`config.mk`:
```
export PLATFORM = sky130hd
export DESIGN_NAME = hex_rx_parser
export DESIGN_NICKNAME = d
export VERILOG_FILES = /design/src/rtl/hex_pkg.sv /design/src/rtl/hex_rx_parser_ascii_to_nibble.sv /design/src/rtl/hex_rx_parser.sv
export SDC_FILE = /design/constraint.sdc
export NUM_CORES = 1
export LEC_CHECK = 0
export CORE_ASPECT_RATIO = 0.75
export CORE_UTILIZATION = 31
export DETAILED_ROUTE_END_ITERATION = 6
export MAX_ROUTING_LAYER = met4
export PLACE_DENSITY = 0.6
export SLEW_MARGIN = 20
export SYNTH_ARGS = -nofsm -noshare
export SYNTH_HDL_FRONTEND = slang
export SYNTH_SLANG_ARGS = --single-unit
```
`constraint.sdc`:
```
create_clock -name CLK -period 4.46 [get_ports CLK]
set_clock_uncertainty 0.2 [all_clocks]
set_input_delay 0.892 -clock CLK [delete_from_list [all_inputs] [get_ports CLK]]
set_output_delay 0.892 -clock CLK [all_outputs]
set_load 0.005 [all_outputs]
```
`src/rtl/hex_pkg.sv`:
```
// Shared constants for the ASCII-hex receive path: character codes, error codes and FSM states.
package hex_pkg;

    localparam logic [7:0] ASCII_SPACE = 8'h20;
    localparam logic [7:0] ASCII_CR    = 8'h0D;
    localparam logic [7:0] ASCII_LF    = 8'h0A;
    localparam logic [7:0] ASCII_COMMA = 8'h2C;
    localparam logic [7:0] ASCII_TAB   = 8'h09;

    localparam logic [1:0] ERR_BADCHAR  = 2'd0;
    localparam logic [1:0] ERR_ODD      = 2'd1;
    localparam logic [1:0] ERR_TIMEOUT  = 2'd2;
    localparam logic [1:0] ERR_OVERFLOW = 2'd3;

    typedef enum logic {
        WAIT_HI = 1'b0,
        WAIT_LO = 1'b1
    } hex_state_t;

endpackage

```
`src/rtl/hex_rx_parser_ascii_to_nibble.sv`:
```
// Combinational ASCII classifier: hex digit value, digit flag and separator flag.
module ascii_to_nibble
    import hex_pkg::*;
(
    input  logic [7:0] in,
    output logic [3:0] nibble,
    output logic       is_digit,
    output logic       is_sep
);

    always_comb begin
        nibble   = 4'd0;
        is_digit = 1'b0;
        is_sep   = 1'b0;
        if (in >= 8'h30 && in <= 8'h39) begin
            nibble   = in[3:0];
            is_digit = 1'b1;
        end else if ((in >= 8'h41 && in <= 8'h46) || (in >= 8'h61 && in <= 8'h66)) begin
            // 'A'/'a' have low nibble 1, so adding 9 yields 10..15
            nibble   = in[3:0] + 4'd9;
            is_digit = 1'b1;
        end else begin
            case (in)
                ASCII_SPACE, ASCII_CR, ASCII_LF, ASCII_COMMA, ASCII_TAB: is_sep = 1'b1;
                default: is_sep = 1'b0;
            endcase
        end
    end

endmodule

```
`src/rtl/hex_rx_parser.sv`:
```
// ASCII hex text to byte decoder with valid/ready output, separator skipping,
// inter-digit timeout and one-cycle error pulses. All outputs are registered.
//
// state   | meaning
// WAIT_HI | idle, expecting the high digit of the next byte
// WAIT_LO | high digit held, expecting low digit; timeout counter running
module hex_rx_parser
    import hex_pkg::*;
#(
    parameter int TIMEOUT_CYCLES = 12_000_000,
    parameter int CNT_W          = 24
) (
    input  logic       CLK,
    input  logic       resetn,
    input  logic       in_valid,
    input  logic [7:0] in_data,
    output logic       out_valid,
    input  logic       out_ready,
    output logic [7:0] out_data,
    output logic       err_valid,
    output logic [1:0] err_code,
    output logic       busy
);

    localparam logic [CNT_W-1:0] CNT_LAST = CNT_W'(TIMEOUT_CYCLES - 1);
    localparam bit               TO_EN    = (TIMEOUT_CYCLES != 0);

    hex_state_t       state, state_n;
    logic [3:0]       hi_nib, hi_nib_n;
    logic [CNT_W-1:0] cnt, cnt_n;
    logic             out_valid_n;
    logic [7:0]       out_data_n;
    logic             err_valid_n;
    logic [1:0]       err_code_n;

    logic [3:0] nibble;
    logic       is_digit;
    logic       is_sep;

    ascii_to_nibble u_a2n (
        .in      (in_data),
        .nibble  (nibble),
        .is_digit(is_digit),
        .is_sep  (is_sep)
    );

    always_ff @(posedge CLK) begin
        if (!resetn) begin
            state     <= WAIT_HI;
            hi_nib    <= 4'd0;
            cnt       <= '0;
            out_valid <= 1'b0;
            out_data  <= 8'd0;
            err_valid <= 1'b0;
            err_code  <= 2'd0;
            busy      <= 1'b0;
        end else begin
            state     <= state_n;
            hi_nib    <= hi_nib_n;
            cnt       <= cnt_n;
            out_valid <= out_valid_n;
            out_data  <= out_data_n;
            err_valid <= err_valid_n;
            err_code  <= err_code_n;
            busy      <= (state_n == WAIT_LO);
        end
    end

    always_comb begin
        state_n     = state;
        hi_nib_n    = hi_nib;
        cnt_n       = cnt;
        out_valid_n = out_valid;
        out_data_n  = out_data;
        err_valid_n = 1'b0;
        err_code_n  = err_code;

        if (out_valid && out_ready) begin
            out_valid_n = 1'b0;
        end

        case (state)
            WAIT_HI: begin
                if (in_valid) begin
                    if (is_digit) begin
                        hi_nib_n = nibble;
                        cnt_n    = '0;
                        state_n  = WAIT_LO;
                    end else if (!is_sep) begin
                        err_valid_n = 1'b1;
                        err_code_n  = ERR_BADCHAR;
                    end
                end
            end
            WAIT_LO: begin
                if (in_valid) begin
                    state_n = WAIT_HI;
                    if (is_digit) begin
                        // A completed byte only overflows if the old one is not leaving this edge
                        if (out_valid && !out_ready) begin
                            err_valid_n = 1'b1;
                            err_code_n  = ERR_OVERFLOW;
                        end else begin
                            out_valid_n = 1'b1;
                            out_data_n  = {hi_nib, nibble};
                        end
                    end else begin
                        err_valid_n = 1'b1;
                        err_code_n  = is_sep ? ERR_ODD : ERR_BADCHAR;
                    end
                end else if (TO_EN && cnt == CNT_LAST) begin
                    err_valid_n = 1'b1;
                    err_code_n  = ERR_TIMEOUT;
                    state_n     = WAIT_HI;
                end else begin
                    cnt_n = cnt + CNT_W'(1);
                end
            end
            default: state_n = WAIT_HI;
        endcase
    end

endmodule

```
After elaboration in Yosys (flattened, before gate mapping)

Cells that the tools add are included.

Bits in registers: 41
Bits of input ports: 12
Output and inout port bits: 13
Logic and storage cells: 82

Add/sub/neg operators: 2
$lt $le $gt $ge: 6
Equality and inequality tests: 14
Mux-type cells: 39
Bitwise operators: 2
Reductions and logical operators: 12

Operator list:

| operator                | number |
|---|---|
| $mux W24                | 4 |
| $pmux W24 S2            | 1 |
| $add A24 B1 Y24 const B | 1 |
| $eq A24 B24 Y1 const B  | 1 |
| $eq A8 B4 Y1 const B    | 3 |
| $mux W1                 | 22 |
| $eq A8 B6 Y1 const B    | 2 |
| $ge A8 B7 Y1 const B    | 2 |
| $le A8 B7 Y1 const B    | 2 |
| $mux W2                 | 7 |
| $ne A2 B2 Y1 const B    | 6 |
| $ge A8 B6 Y1 const B    | 1 |
| $le A8 B6 Y1 const B    | 1 |
| $mux W4                 | 2 |
| $reduce_and A4 Y1       | 2 |
| $logic_and A1 B1 Y1     | 5 |
| $reduce_and A5 Y1       | 1 |
| $reduce_or A5 Y1        | 1 |
| $add A4 B4 Y4 const B   | 1 |
| $ne A4 B3 Y1 const B    | 1 |
| $pmux W1 S2             | 2 |
| $pmux W2 S2             | 1 |
| $ne A3 B2 Y1 const B    | 1 |
| $reduce_and A3 Y1       | 1 |
| other kinds (3)         | 4 |

Logic depth before layout (Yosys ltp)

Word-level depth: 9
Mapped depth: 9
Mapped depth without buffers: 8

Hierarchy

From an unflattened synthesis, not the netlist that was laid out.

Cells, all modules: 273
Area, all modules: 2318.5 sq um

Modules (own cells, without submodules):

| module          | instances | cells each | area each (sq um) | sequential area each (sq um) |
|---|---|---|---|---|
| hex_rx_parser   | 1         | 238        | 2045.7            | 820.8 |
| ascii_to_nibble | 1         | 35         | 272.8             | 0.0 |

Worst setup path before layout

Ideal clock, no wire load.

Path type: input to register
From: in in_data[0]
To: reg cnt[18]
Setup time: 0.059 ns
Arrival time: 2.471 ns
Required time: 4.201 ns
Setup slack: 1.730 ns
Cell stages on the path: 8
Buffers on the path: 0
Cells stage by stage: inv_1 -> ha_1 -> inv_1 -> o311ai_2 -> a21oi_4 -> a21bo_2 -> or4_1 -> nand2_1

Word-level cells in the longest chain between the ends: 7
Elaborated cells between the ends (all ways): 14
Those cells by class: 6 x order compare; 1 x eq/ne; 2 x mux; 5 x reduce/logical

RTL lines:

| item                                                | RTL line                            | source |
|---|---|---|
| start: declaration                                  | hex_rx_parser.sv:16                 | `input logic [7:0] in_data,` |
| $ge A8 B7 Y1 / $le A8 B7 Y1 (equally long branches) | hex_rx_parser_ascii_to_nibble.sv:18 | `end else if ((in >= 8'h41 && in <= 8'h46) \|\| (in >= 8'h61 && in <= 8'h66)) begin` |
| $logic_and A1 B1 Y1                                 | hex_rx_parser_ascii_to_nibble.sv:18 |  |
| $logic_or A1 B1 Y1                                  | hex_rx_parser_ascii_to_nibble.sv:18 |  |
| $mux W1                                             | hex_rx_parser_ascii_to_nibble.sv:18 |  |
| $mux W1 (*)                                         | hex_rx_parser_ascii_to_nibble.sv:15 | `if (in >= 8'h30 && in <= 8'h39) begin` |
| $ne A2 B2 Y1 (no line) (*)                          | n/a                                 |  |
| $reduce_and A4 Y1 (no line) (*)                     | n/a                                 |  |
| end signal: assignment                              | hex_rx_parser.sv:60                 | `cnt <= cnt_n;` |
| end: declaration                                    | hex_rx_parser.sv:30                 | `logic [CNT_W-1:0] cnt, cnt_n;` |

Every way passes the cells marked *; elsewhere a longest branch is shown, timed or not.
A chain may end at the register's enable or synchronous reset.

Final worst setup path

From: in in_data[1]
To: reg cnt[18]

The elaborated chain is that of the path after synthesis.

==> flow_metrics.py <==
metrics = {
    "status": {
        "status": "finished clean",
    },
    "power_and_ir_drop": {
        "total_power_w": 0.000661,
        "ir_drop_v": 0.000105,
        "p_per_area_nw_per_um2": 256,
        "p_leak_nw": 1.00,
    },
    "global_route": {
        "grt_first_pass_wirelength_um": 7950,
        "antenna_found_initial": 0,
        "grt_max_degree": 26,
        "grt_pass1_vias": 1624,
        "overflow": 0,
        "grtUsageTotal_pct": 14.2,
    },
    "finish": {
        "antennaDiodeCount": 0,
        "fillCellCount": 711,
        "drive_gt1_share_pct": 6.56,
        "nets": 279,
        "design_area_um2": 2580,
        "syn_to_final_growth_pct": 17.3,
    },
    "setup_path": {
        "r2r-start": "state",
        "slowest_stage": "clkdlybuf4s50_1",
        "worst-path-buf-inv": 2,
        "worstSetupPathType": "input port to flop",
        "crit_path_cell_trace": "clkdlybuf4s50_1 > inv_1 > ha_1 > o311ai_2 > a21oi_4 > a21bo_2 > or4_1 > nand2_1",
        "critPathArrivalTime_ns": 3.52,
        "setup.worst_path.start": "in_data[1]",
        "cp-end-kind": "flop",
        "startpoint_type": "input port",
        "cp_slowest_stage_delay_ns": 0.56,
        "required_ns": 4.50,
        "crit_family": "compound AO/OA/AOI/OAI gates",
        "cp_max_fo": 21,
    },
    "synthesis": {
        "yosys.area.top_type_share_pct": 37.3,
        "yosys.area_share.simple_pct": 21.7,
        "synthFlopType": "dfxtp_1",
        "yosys.area_share.xor_xnor_pct": 7.57,
        "syn_inst": 239,
        "synthesis.area_um2": 2200,
        "synth.avg_cell_area_um2": 9.20,
        "synth-edff-count": 0,
        "syn-num-nets": 260,
        "ys_seq_area_share_pct": 37.3,
        "yosys-top-cells-area": "dfxtp_1 37%, xor2_1 7.2%, ha_1 5.1%",
        "synth_adder_area_share_pct": 5.12,
        "yosysMostFrequentCell": "dfxtp_1",
        "synth_compound_gate_area_share_pct": 21.6,
        "yosysUniqueCellTypes": 52,
        "yosys_warnings": 0,
        "synthMuxAreaShare_pct": 2.79,
        "synthTopCellsByCount": "41 x dfxtp_1, 20 x nor2_1, 18 x xor2_1",
        "synth_top_family_by_area": "simple AND/OR/NAND/NOR gates",
        "synth_top_area_cell": "dfxtp_1",
        "ys_ff_latch": 41,
        "async_flop_share_pct": 0,
    },
    "min_path": {
        "hp-start": "err_code[1]",
        "hold_path.class": "flop to flop",
    },
    "die": {
        "core_area_um2": 6830,
        "start_util_pct": 32.2,
        "io_pins": 25,
        "die_w_um": 99.2,
        "rows": 26,
        "die_y_um": 74.9,
        "dieArea_um2": 7440,
    },
    "detailed_routing": {
        "detail_route.wl_per_cell_um": 13.5,
        "drt_first_pass_iters": 4,
        "vias": 1761,
        "vias_per_cell": 5.13,
        "finalWirelength_um": 4620,
        "drtAntennaViolNets": 0,
        "drc": 0,
        "drt_iter0_drc": 99,
    },
    "sta": {
        "finalSetupTns_ns": 0,
        "maxSlewHeadroom_pct": 65.5,
        "finalCriticalPeriod_ns": 3.49,
        "max_freq_mhz": 287,
        "setup_viol": 0,
        "slew_violations": 0,
        "worstMarginPinSlew_ns": 0.517,
        "fin_crit_sh_pct": 78.2,
        "hold_viol_final": 0,
        "rsz0062_at_grt": "false",
    },
    "clocking": {
        "clock_latency_ns": 0.29,
        "cts_tree": "yes",
        "postCtsSetupBuffers": 0,
        "cts.htree.levels": 2,
        "hold_buffers": 0,
        "cts_resized": 0,
        "numCtsBuffers": 5,
        "cts-root-buf": "clkbuf_8",
        "cts_buffer_depth": 2,
        "clkTransAtPathRegs_ns": 0.08,
        "cts.sinks": 41,
    },
    "place": {
        "place_area_um2": 2500,
        "portBuffers": 24,
        "place.gp.congestion": 0.800,
        "dp_hpwl_um": 3340,
    },
    "job": {
        "max_cap_violations": 0,
    },
}
layer usage:
layer  wire length (um)  share of wire [%]  GRT usage, %  vias up
met2               1830                 40          19.9       24
met1               2580                 56          19.9      821
li1                   -                  -             -      912
met5                  0                  0             -        -
met4                 57                1.2          5.39        0
met3                147                3.2          3.16        4
area by class of cell:
cell class	instances	area, um^2	area share (%)
multi-input combinational	178	1290	50.1
clock buffer	6	72.6	2.81
sequential	41	821	31.8
timing repair buffer	26	255	9.90
tap	84	105	4.08
clock inverter	2	10.0	0.388
inverter	6	22.5	0.873
worst register-to-register path: cells and delay by family, from the launching register on:
family | cells | cell delay (ns)
compound gates | 2 | 0.31
fa+ha+maj | 1 | 0.40
buf+inv | 1 | 0.22
flops | 1 | 0.62
simple gates | 2 | 0.79
state kept, by name (all words and copies together) (netlist names):
signal and count:
cnt 24, err_code 2, err_valid 1, hi_nib 4, out_data 8, out_valid 1
state 1
metrics by stage:
step / hold WS [ns] / setup WS, ns / instances / util (%)
global placement: 0.276 / 0.754 / 335 / 36.5
global route: 0.311 / 0.864 / 343 / 37.7
finish: 0.282 / 0.974 / 343 / 37.7
floorplan: 0.252 / 1.73 / 239 / -
CTS: 0.295 / 1.00 / 343 / 37.7
detailed placement: 0.279 / 0.695 / 335 / 36.5
where the power goes:
part	internal (W)	total [W]	leakage, nW	switching (W)
Combinational	0.0000253	0.0000576	0.624	0.0000322
Clock	0.000109	0.000233	0.0450	0.000125
Sequential	0.000368	0.000370	0.331	0.00000205
kinds of logic after synthesis:
group	after synthesis
adder cells (fa/ha/maj)	9
flip-flops	41
multiplexers	6
buffers and inverters	20
AO/OA/AOI/OAI	59
AND/OR/NAND/NOR	85
XOR/XNOR	19
final timing paths:
check,to,slack [ns],cells after the start
min reg2reg,err_code[1],0.28,2
max reg2reg,cnt[22],1.87,6
min,err_code[1],0.28,2
max,cnt[18],0.97,8
cell usage in the layout (no fill, tap or decap), types with 4 or more instances in the layout:
| master | netlist | layout |
|---|---|---|
| dfxtp_1 | 41 | 41 |
| clkdlybuf4s50_1 | 0 | 24 |
| nor2_1 | 20 | 20 |
| xor2_1 | 18 | 18 |
| nand2_1 | 17 | 17 |
| and3_1 | 10 | 10 |
| o211ai_1 | 9 | 9 |
| ha_1 | 9 | 9 |
| a21oi_1 | 8 | 8 |
| o211a_1 | 7 | 7 |
| o21ai_0 | 7 | 7 |
| inv_1 | 6 | 6 |
| nor2b_1 | 6 | 6 |
| o2111ai_1 | 6 | 6 |
| nand3_1 | 5 | 5 |
| nand4_1 | 5 | 5 |
| mux2i_1 | 5 | 5 |
| clkbuf_8 | 0 | 5 |
| and4_1 | 4 | 4 |
| and2_1 | 4 | 4 |
(Power assumes the default switching activity.)
